File: src/rtl/ball_physics_engine.sv
// Ball physics engine: steps the ball once per movement tick, bounces it off walls and players, and scores hoop entries.
// Optional build macro SPEEDUP_EN: each accepted player hit raises the per-tick step by 1, saturating at 7.
module ball_physics_engine #(
    parameter int BALL_RADIUS        = 8,
    parameter int PLAYER_RADIUS      = 35,
    parameter int GOAL_RADIUS        = 30,
    parameter int GOAL_COUNT         = 3,
    parameter int GOAL_X0            = 300,
    parameter int GOAL_SPACING       = 100,
    parameter int RED_GOAL_Y         = 100,
    parameter int BLUE_GOAL_Y        = 450,
    parameter int X_MIN              = 150,
    parameter int X_MAX              = 660,
    parameter int Y_MIN              = 36,
    parameter int Y_MAX              = 510,
    parameter int CENTER_X           = 463,
    parameter int CENTER_Y           = 275,
    parameter int MOVEMENT_FREQUENCY = 200000,
    parameter int STEP               = 1,
    parameter int SCORE_HOLD         = 64,
    parameter int COLLIDE_COOLDOWN   = 16
) (
    input  logic       clk,
    input  logic       reset,
    input  logic       game_initiated,
    input  logic       game_over,
    input  logic [9:0] team1_hor_pos,
    input  logic [9:0] team1_ver_pos,
    input  logic [9:0] team2_hor_pos,
    input  logic [9:0] team2_ver_pos,
    output logic [9:0] x_position,
    output logic [9:0] y_position,
    output logic       blue_score_up,
    output logic       red_score_up,
    output logic [1:0] ball_state
);

    typedef enum logic [1:0] {
        DEAD   = 2'd0,
        MOVING = 2'd1,
        SCORED = 2'd2,
        SERVE  = 2'd3
    } state_t;

    localparam int CNT_W  = $clog2(MOVEMENT_FREQUENCY);
    localparam int HOLD_W = $clog2(SCORE_HOLD + 1);
    localparam int COOL_W = (COLLIDE_COOLDOWN > 0) ? $clog2(COLLIDE_COOLDOWN + 1) : 1;

    localparam logic [CNT_W-1:0]  TICK_LAST = CNT_W'(MOVEMENT_FREQUENCY - 1);
    localparam logic [HOLD_W-1:0] HOLD_LAST = HOLD_W'(SCORE_HOLD - 1);
    localparam logic [COOL_W-1:0] COOL_LOAD = COOL_W'(COLLIDE_COOLDOWN);

    localparam logic [21:0] GOAL_HIT_R2   = 22'((GOAL_RADIUS - BALL_RADIUS) * (GOAL_RADIUS - BALL_RADIUS));
    localparam logic [21:0] PLAYER_HIT_R2 = 22'((PLAYER_RADIUS + BALL_RADIUS) * (PLAYER_RADIUS + BALL_RADIUS));

    localparam logic [9:0] X_LO    = 10'(X_MIN + BALL_RADIUS);
    localparam logic [9:0] X_HI    = 10'(X_MAX - BALL_RADIUS);
    localparam logic [9:0] Y_LO    = 10'(Y_MIN + BALL_RADIUS);
    localparam logic [9:0] Y_HI    = 10'(Y_MAX - BALL_RADIUS);
    localparam logic [9:0] CX      = 10'(CENTER_X);
    localparam logic [9:0] CY      = 10'(CENTER_Y);
    localparam logic [9:0] RED_HY  = 10'(RED_GOAL_Y);
    localparam logic [9:0] BLUE_HY = 10'(BLUE_GOAL_Y);

    state_t state_q, state_d;

    logic [CNT_W-1:0]  tick_cnt;
    logic              tick;
    logic [HOLD_W-1:0] hold_q, hold_d;
    logic [COOL_W-1:0] cool_q, cool_d;
    logic              dir_x_q, dir_x_d;
    logic              dir_y_q, dir_y_d;
    logic [9:0]        x_d, y_d;
    logic              blue_d, red_d;

    logic [GOAL_COUNT-1:0] red_hoop_hit, blue_hoop_hit;
    logic                  team1_hit, team2_hit;
    logic [9:0]            hit_px, hit_py;
    logic [2:0]            move_step;
    logic signed [11:0]    nx, ny;

`ifdef SPEEDUP_EN
    logic [2:0] step_q, step_d;
`endif

    // Squared Euclidean distance; differences stay within 11 signed bits, so 22 bits never wrap.
    function automatic logic [21:0] dist2(input logic [9:0] ax, input logic [9:0] ay,
                                          input logic [9:0] bx, input logic [9:0] by);
        logic signed [10:0] dx, dy;
        logic [10:0]        mag_x, mag_y;
        dx    = $signed({1'b0, ax}) - $signed({1'b0, bx});
        dy    = $signed({1'b0, ay}) - $signed({1'b0, by});
        mag_x = dx[10] ? 11'(-dx) : 11'(dx);
        mag_y = dy[10] ? 11'(-dy) : 11'(dy);
        return 22'(mag_x) * 22'(mag_x) + 22'(mag_y) * 22'(mag_y);
    endfunction

    assign tick       = (tick_cnt == TICK_LAST);
    assign ball_state = state_q;

    for (genvar i = 0; i < GOAL_COUNT; i++) begin : g_hoop
        localparam logic [9:0] HX = 10'(GOAL_X0 + i * GOAL_SPACING);
        assign red_hoop_hit[i]  = dist2(x_position, y_position, HX, RED_HY) < GOAL_HIT_R2;
        assign blue_hoop_hit[i] = dist2(x_position, y_position, HX, BLUE_HY) < GOAL_HIT_R2;
    end

    assign team1_hit = dist2(x_position, y_position, team1_hor_pos, team1_ver_pos) < PLAYER_HIT_R2;
    assign team2_hit = dist2(x_position, y_position, team2_hor_pos, team2_ver_pos) < PLAYER_HIT_R2;

    always_ff @(posedge clk) begin
        if (reset) begin
            tick_cnt <= '0;
        end else if (tick) begin
            tick_cnt <= '0;
        end else begin
            tick_cnt <= tick_cnt + CNT_W'(1);
        end
    end

    // Within a movement tick the goal test wins over collision, and a collision redirects the same tick's move.
    always_comb begin
        state_d = state_q;
        x_d     = x_position;
        y_d     = y_position;
        dir_x_d = dir_x_q;
        dir_y_d = dir_y_q;
        hold_d  = hold_q;
        cool_d  = cool_q;
        blue_d  = 1'b0;
        red_d   = 1'b0;
        hit_px  = team1_hor_pos;
        hit_py  = team1_ver_pos;
        nx      = '0;
        ny      = '0;
`ifdef SPEEDUP_EN
        step_d    = step_q;
        move_step = step_q;
`else
        move_step = 3'(STEP);
`endif
        if (game_over) begin
            state_d = DEAD;
            x_d     = CX;
            y_d     = CY;
            dir_x_d = 1'b1;
            dir_y_d = 1'b1;
`ifdef SPEEDUP_EN
            step_d  = 3'(STEP);
`endif
        end else begin
            unique case (state_q)
                DEAD: begin
                    if (game_initiated) begin
                        state_d = MOVING;
                        dir_x_d = 1'b1;
                        dir_y_d = 1'b1;
                    end
                end
                MOVING: begin
                    if (tick) begin
                        if (cool_q != '0) begin
                            cool_d = cool_q - COOL_W'(1);
                        end
                        if (|red_hoop_hit) begin
                            blue_d  = 1'b1;
                            dir_y_d = 1'b1;
                            state_d = SCORED;
                            x_d     = CX;
                            y_d     = CY;
                            hold_d  = '0;
`ifdef SPEEDUP_EN
                            step_d  = 3'(STEP);
`endif
                        end else if (|blue_hoop_hit) begin
                            red_d   = 1'b1;
                            dir_y_d = 1'b0;
                            state_d = SCORED;
                            x_d     = CX;
                            y_d     = CY;
                            hold_d  = '0;
`ifdef SPEEDUP_EN
                            step_d  = 3'(STEP);
`endif
                        end else begin
                            if (cool_q == '0 && (team1_hit || team2_hit)) begin
                                if (!team1_hit) begin
                                    hit_px = team2_hor_pos;
                                    hit_py = team2_ver_pos;
                                end
                                if (x_position > hit_px) begin
                                    dir_x_d = 1'b1;
                                end else if (x_position < hit_px) begin
                                    dir_x_d = 1'b0;
                                end
                                if (y_position > hit_py) begin
                                    dir_y_d = 1'b1;
                                end else if (y_position < hit_py) begin
                                    dir_y_d = 1'b0;
                                end
                                cool_d = COOL_LOAD;
`ifdef SPEEDUP_EN
                                if (step_q != 3'd7) begin
                                    step_d = step_q + 3'd1;
                                end
                                move_step = step_d;
`endif
                            end
                            nx = dir_x_d ? $signed({2'b00, x_position}) + $signed({9'b0, move_step})
                                         : $signed({2'b00, x_position}) - $signed({9'b0, move_step});
                            ny = dir_y_d ? $signed({2'b00, y_position}) + $signed({9'b0, move_step})
                                         : $signed({2'b00, y_position}) - $signed({9'b0, move_step});
                            if (nx < $signed({2'b00, X_LO})) begin
                                x_d     = X_LO;
                                dir_x_d = ~dir_x_d;
                            end else if (nx > $signed({2'b00, X_HI})) begin
                                x_d     = X_HI;
                                dir_x_d = ~dir_x_d;
                            end else begin
                                x_d = nx[9:0];
                            end
                            if (ny < $signed({2'b00, Y_LO})) begin
                                y_d     = Y_LO;
                                dir_y_d = ~dir_y_d;
                            end else if (ny > $signed({2'b00, Y_HI})) begin
                                y_d     = Y_HI;
                                dir_y_d = ~dir_y_d;
                            end else begin
                                y_d = ny[9:0];
                            end
                        end
                    end
                end
                SCORED: begin
                    if (tick) begin
                        if (hold_q == HOLD_LAST) begin
                            state_d = SERVE;
                        end else begin
                            hold_d = hold_q + HOLD_W'(1);
                        end
                    end
                end
                SERVE: begin
                    dir_x_d = 1'b1;
                    cool_d  = '0;
                    state_d = MOVING;
                end
                default: begin
                    state_d = DEAD;
                end
            endcase
        end
    end

    always_ff @(posedge clk) begin
        if (reset) begin
            state_q       <= DEAD;
            x_position    <= CX;
            y_position    <= CY;
            dir_x_q       <= 1'b1;
            dir_y_q       <= 1'b1;
            hold_q        <= '0;
            cool_q        <= '0;
            blue_score_up <= 1'b0;
            red_score_up  <= 1'b0;
        end else begin
            state_q       <= state_d;
            x_position    <= x_d;
            y_position    <= y_d;
            dir_x_q       <= dir_x_d;
            dir_y_q       <= dir_y_d;
            hold_q        <= hold_d;
            cool_q        <= cool_d;
            blue_score_up <= blue_d;
            red_score_up  <= red_d;
        end
    end

`ifdef SPEEDUP_EN
    always_ff @(posedge clk) begin
        if (reset) begin
            step_q <= 3'(STEP);
        end else begin
            step_q <= step_d;
        end
    end
`endif

endmodule

File: config.mk
export PLATFORM = sky130hd
export DESIGN_NAME = ball_physics_engine
export DESIGN_NICKNAME = d
export VERILOG_FILES = /design/src/rtl/ball_physics_engine.sv
export SDC_FILE = /design/constraint.sdc
export NUM_CORES = 2
export LEC_CHECK = 0
export ABC_AREA = 1
export CAP_MARGIN = 5
export CORE_MARGIN = 5
export CORE_UTILIZATION = 45
export CTS_CLUSTER_DIAMETER = 200
export DETAILED_ROUTE_END_ITERATION = 12
export PLACE_DENSITY = 0.73
export RECOVER_POWER = 25
export SLEW_MARGIN = 20
export SYNTH_ARGS = -nofsm -noshare
export SYNTH_HDL_FRONTEND = slang
export SYNTH_SLANG_ARGS = --single-unit
File: constraint.sdc
create_clock -name clk -period 12.6 [get_ports clk]
set_clock_uncertainty 0.05 [all_clocks]
set_input_delay 2.52 -clock clk [delete_from_list [all_inputs] [get_ports clk]]
set_output_delay 2.52 -clock clk [all_outputs]
set_load 0.01 [all_outputs]
==> results.ini <==
[run_status]
status=complete, but fails checks
violations=setup timing

[place]
dpl-instance-area_mm2=0.0486
dp.cells=7665
pre_cts_slack_ns=-1.13
dp_hpwl_um=97400
place.port_buffers=67
gp_congestion=0.954

[global_route]
grt_max_degree=35
grt_pass1_vias=39300
grt_overflow=0
grt_pass1_wl_um=187000
antenna_found_initial=0
grt.total_usage_pct=21.6

[layout]
final_common_cell=inv_1
layout_common_cells=1419 x inv_1, 836 x nand2_1, 639 x fa_1
drive_gt1_share_pct=13.2
final_nets=7786
stdcell_count=7717
areaGrowthSynthToFinish_pct=17.4
postLayoutCellArea_mm2=0.0506
diodes=0

[sta]
finalWorstSetupSlack_ns=-0.337
fmax_mhz=77.3
grt_setup_unrepaired=true
fin_crit_sh_pct=103
setup_viol=21
whs_ns=0.400
fin_crit_ns=12.94
maxSlewHeadroom_pct=35.2
worst_pin_slew_ns=0.971
hold_viol=0
drv_slew=0

[critical_path]
r2r_cells=51
required_ns=12.71
r2r_end=hold_q[6]
r2r-start=y_position[3]
r2r_slack_ns=1.09
cp_top_family=adder cells
crit_arrival_ns=13.05
cpMostUsedCell=fa_1
worstPathMaxFanout=6
end_kind=register
max_stage_delay_ns=0.53
cp_slowest_cell=fa_1
start_kind=input port
cp_num_buf_inv=17
path_class=input port to register

[floorplanning]
placementRows=113
start_util_pct=45.3
dieArea_mm2=0.102
io_pins=68
die_height_um=319
die_x_um=319
coreArea_mm2=0.0950

[drt]
routed-via-count=39000
wl_um=114000
firstDrtPassIters=6
drc=0
via_per_inst=5.06
wl_per_cell_um=14.8
drt-initial-drc-count=2251
detail-route-antenna-nets=0

[synth]
synth_mux_area_share_pct=0
synth_edf_count=0
synth_fa_ha_area_share_pct=48.9
synth_ff_type=dfxtp_1
avgSynthCellArea_um2=7.30
synth_compound_area_share_pct=8.77
ys_seq_area_share_pct=2.60
synth_area_leaders=fa_1 30%, ha_1 19%, inv_1 13%, nand2_1 7.9%, nor2_1 5.6%
syn_inst=5900
ys_types=60
synthSimpleGateAreaFrac_pct=19.8
synth-seq-cells=56
yosysTopAreaCellShare_pct=30.3
syn_area_mm2=0.0431
ys_async_sr_fraction_pct=0
yosysTopAreaCell=fa_1
yosys_warnings=0
synth_xor_xnor_area_share_pct=6.40
synth_top_family_by_area=adder cells

[clocking]
worstSkewPairLatency_ns=0.31
cts_tree=built
ctsHoldBuffers=0
htreeDepth=2
clkTransAtPathRegs_ns=0.07
numCtsBuffers=5
ctsRootBufferMaster=clkbuf_16
numClockSinks=56
ctsLongestPathBuffers=2

[job]
maxCapViolCount=0

[hold_path]
min-delay-path-class=register to register
min_path_cells=1
holdCritStartpoint=tick_cnt[0]
worstHoldEndpoint=tick_cnt[0]

## per-layer routing
metal | vias up | GRT usage (%) | share of wire [%]
met2 | 1073 | 38.2 | 48
met4 | 0 | 5.53 | 3.1
met3 | 245 | 1.60 | 5.2
met5 | - | 0 | 0
li1 | 19100 | - | -
met1 | 18600 | 29.0 | 43
## what timing repair did
action / in CTS / in global routing
hold endpoints to repair: 0 / 0
pin swaps: 37 / 173
setup buffers: 9 / 30
resized for setup: 86 / 343
endpoints found under the setup margin: 21 / 21
cloned: 1 / 5
## area by class of cell
class	count	area (um^2)
well taps	1265	1580
flip-flops and latches	56	1120
repair buffers	487	4020
clock buffers	5	125
fillers	8961	44400
inverters	1502	5670
clock inverters	3	68.8
multi-input cells	4399	38000
## flip-flops by register name, summed over array words and instances (netlist names)
name / flops
dir_x_q: 1
y_position: 10
hold_q: 7
cool_q: 5
tick_cnt: 18
dir_y_q: 1
red_score_up: 1
blue_score_up: 1
x_position: 10
ball_state: 2
## synthesized netlist by cell type, drive strengths merged, types with 7 or more instances
| library cell | number |
|---|---|
| a31oi | 19 |
| inv | 1478 |
| fa | 652 |
| a21o | 19 |
| nor4 | 16 |
| dfxtp | 56 |
| or2 | 33 |
| xor2 | 219 |
| nand4 | 65 |
| o31ai | 23 |
| xnor2 | 95 |
| o21a | 12 |
| clkbuf | 47 |
| nand2 | 945 |
| o21bai | 29 |
| o211ai | 19 |
| clkinv | 24 |
| o311ai | 7 |
| nand3 | 208 |
| ha | 639 |
| o21ai | 178 |
| nand3b | 15 |
| a21oi | 338 |
| nor3 | 65 |
| nor2 | 654 |
## cells by family after synthesis
| kind of cell | count (synthesis) |
|---|---|
| compound gates | 670 |
| xor+xnor | 314 |
| fa+ha+maj | 1291 |
| buf+inv | 1553 |
| flops | 56 |
| other cells | 2 |
| simple gates | 2014 |
## how the worst max path moves through the flow
stage,slack [ns],cells past startpoint,start,endpoint
5_1_grt,-0.79,70,team1_hor_pos[5],x_position[2]
4_1_cts,-0.35,61,team1_ver_pos[0],dir_x_q
3_3_place_gp,-1.08,58,team1_ver_pos[0],dir_x_q
6_report,-0.34,59,team1_hor_pos[5],x_position[9]
3_5_place_dp,-1.13,61,team1_ver_pos[0],y_position[0]
2_1_floorplan,0.005,61,team1_ver_pos[0],dir_x_q
## per-stage QoR
step	TNS [ns]	util, %
2_1_floorplan	0	-
3_3_place_gp	-20.89	51.1
3_5_place_dp	-22.64	51.1
4_1_cts	-5.70	51.7
5_1_grt	-13.84	53.2
6_report	-4.03	53.2
## worst register-to-register path, delay by kind of cell (launching register included)
kind,cells,cell delay [ns]
adders and majority gates,8,2.92
AOI/OAI and AO/OA,12,2.92
and+or+nand+nor,19,2.82
buffers and inverters,10,1.29
xor gates and xnor gates,2,0.94
DFF,1,0.44
Power is not shown: default switching activity piles up to over one toggle a cycle in this logic, so the estimate is an artifact.
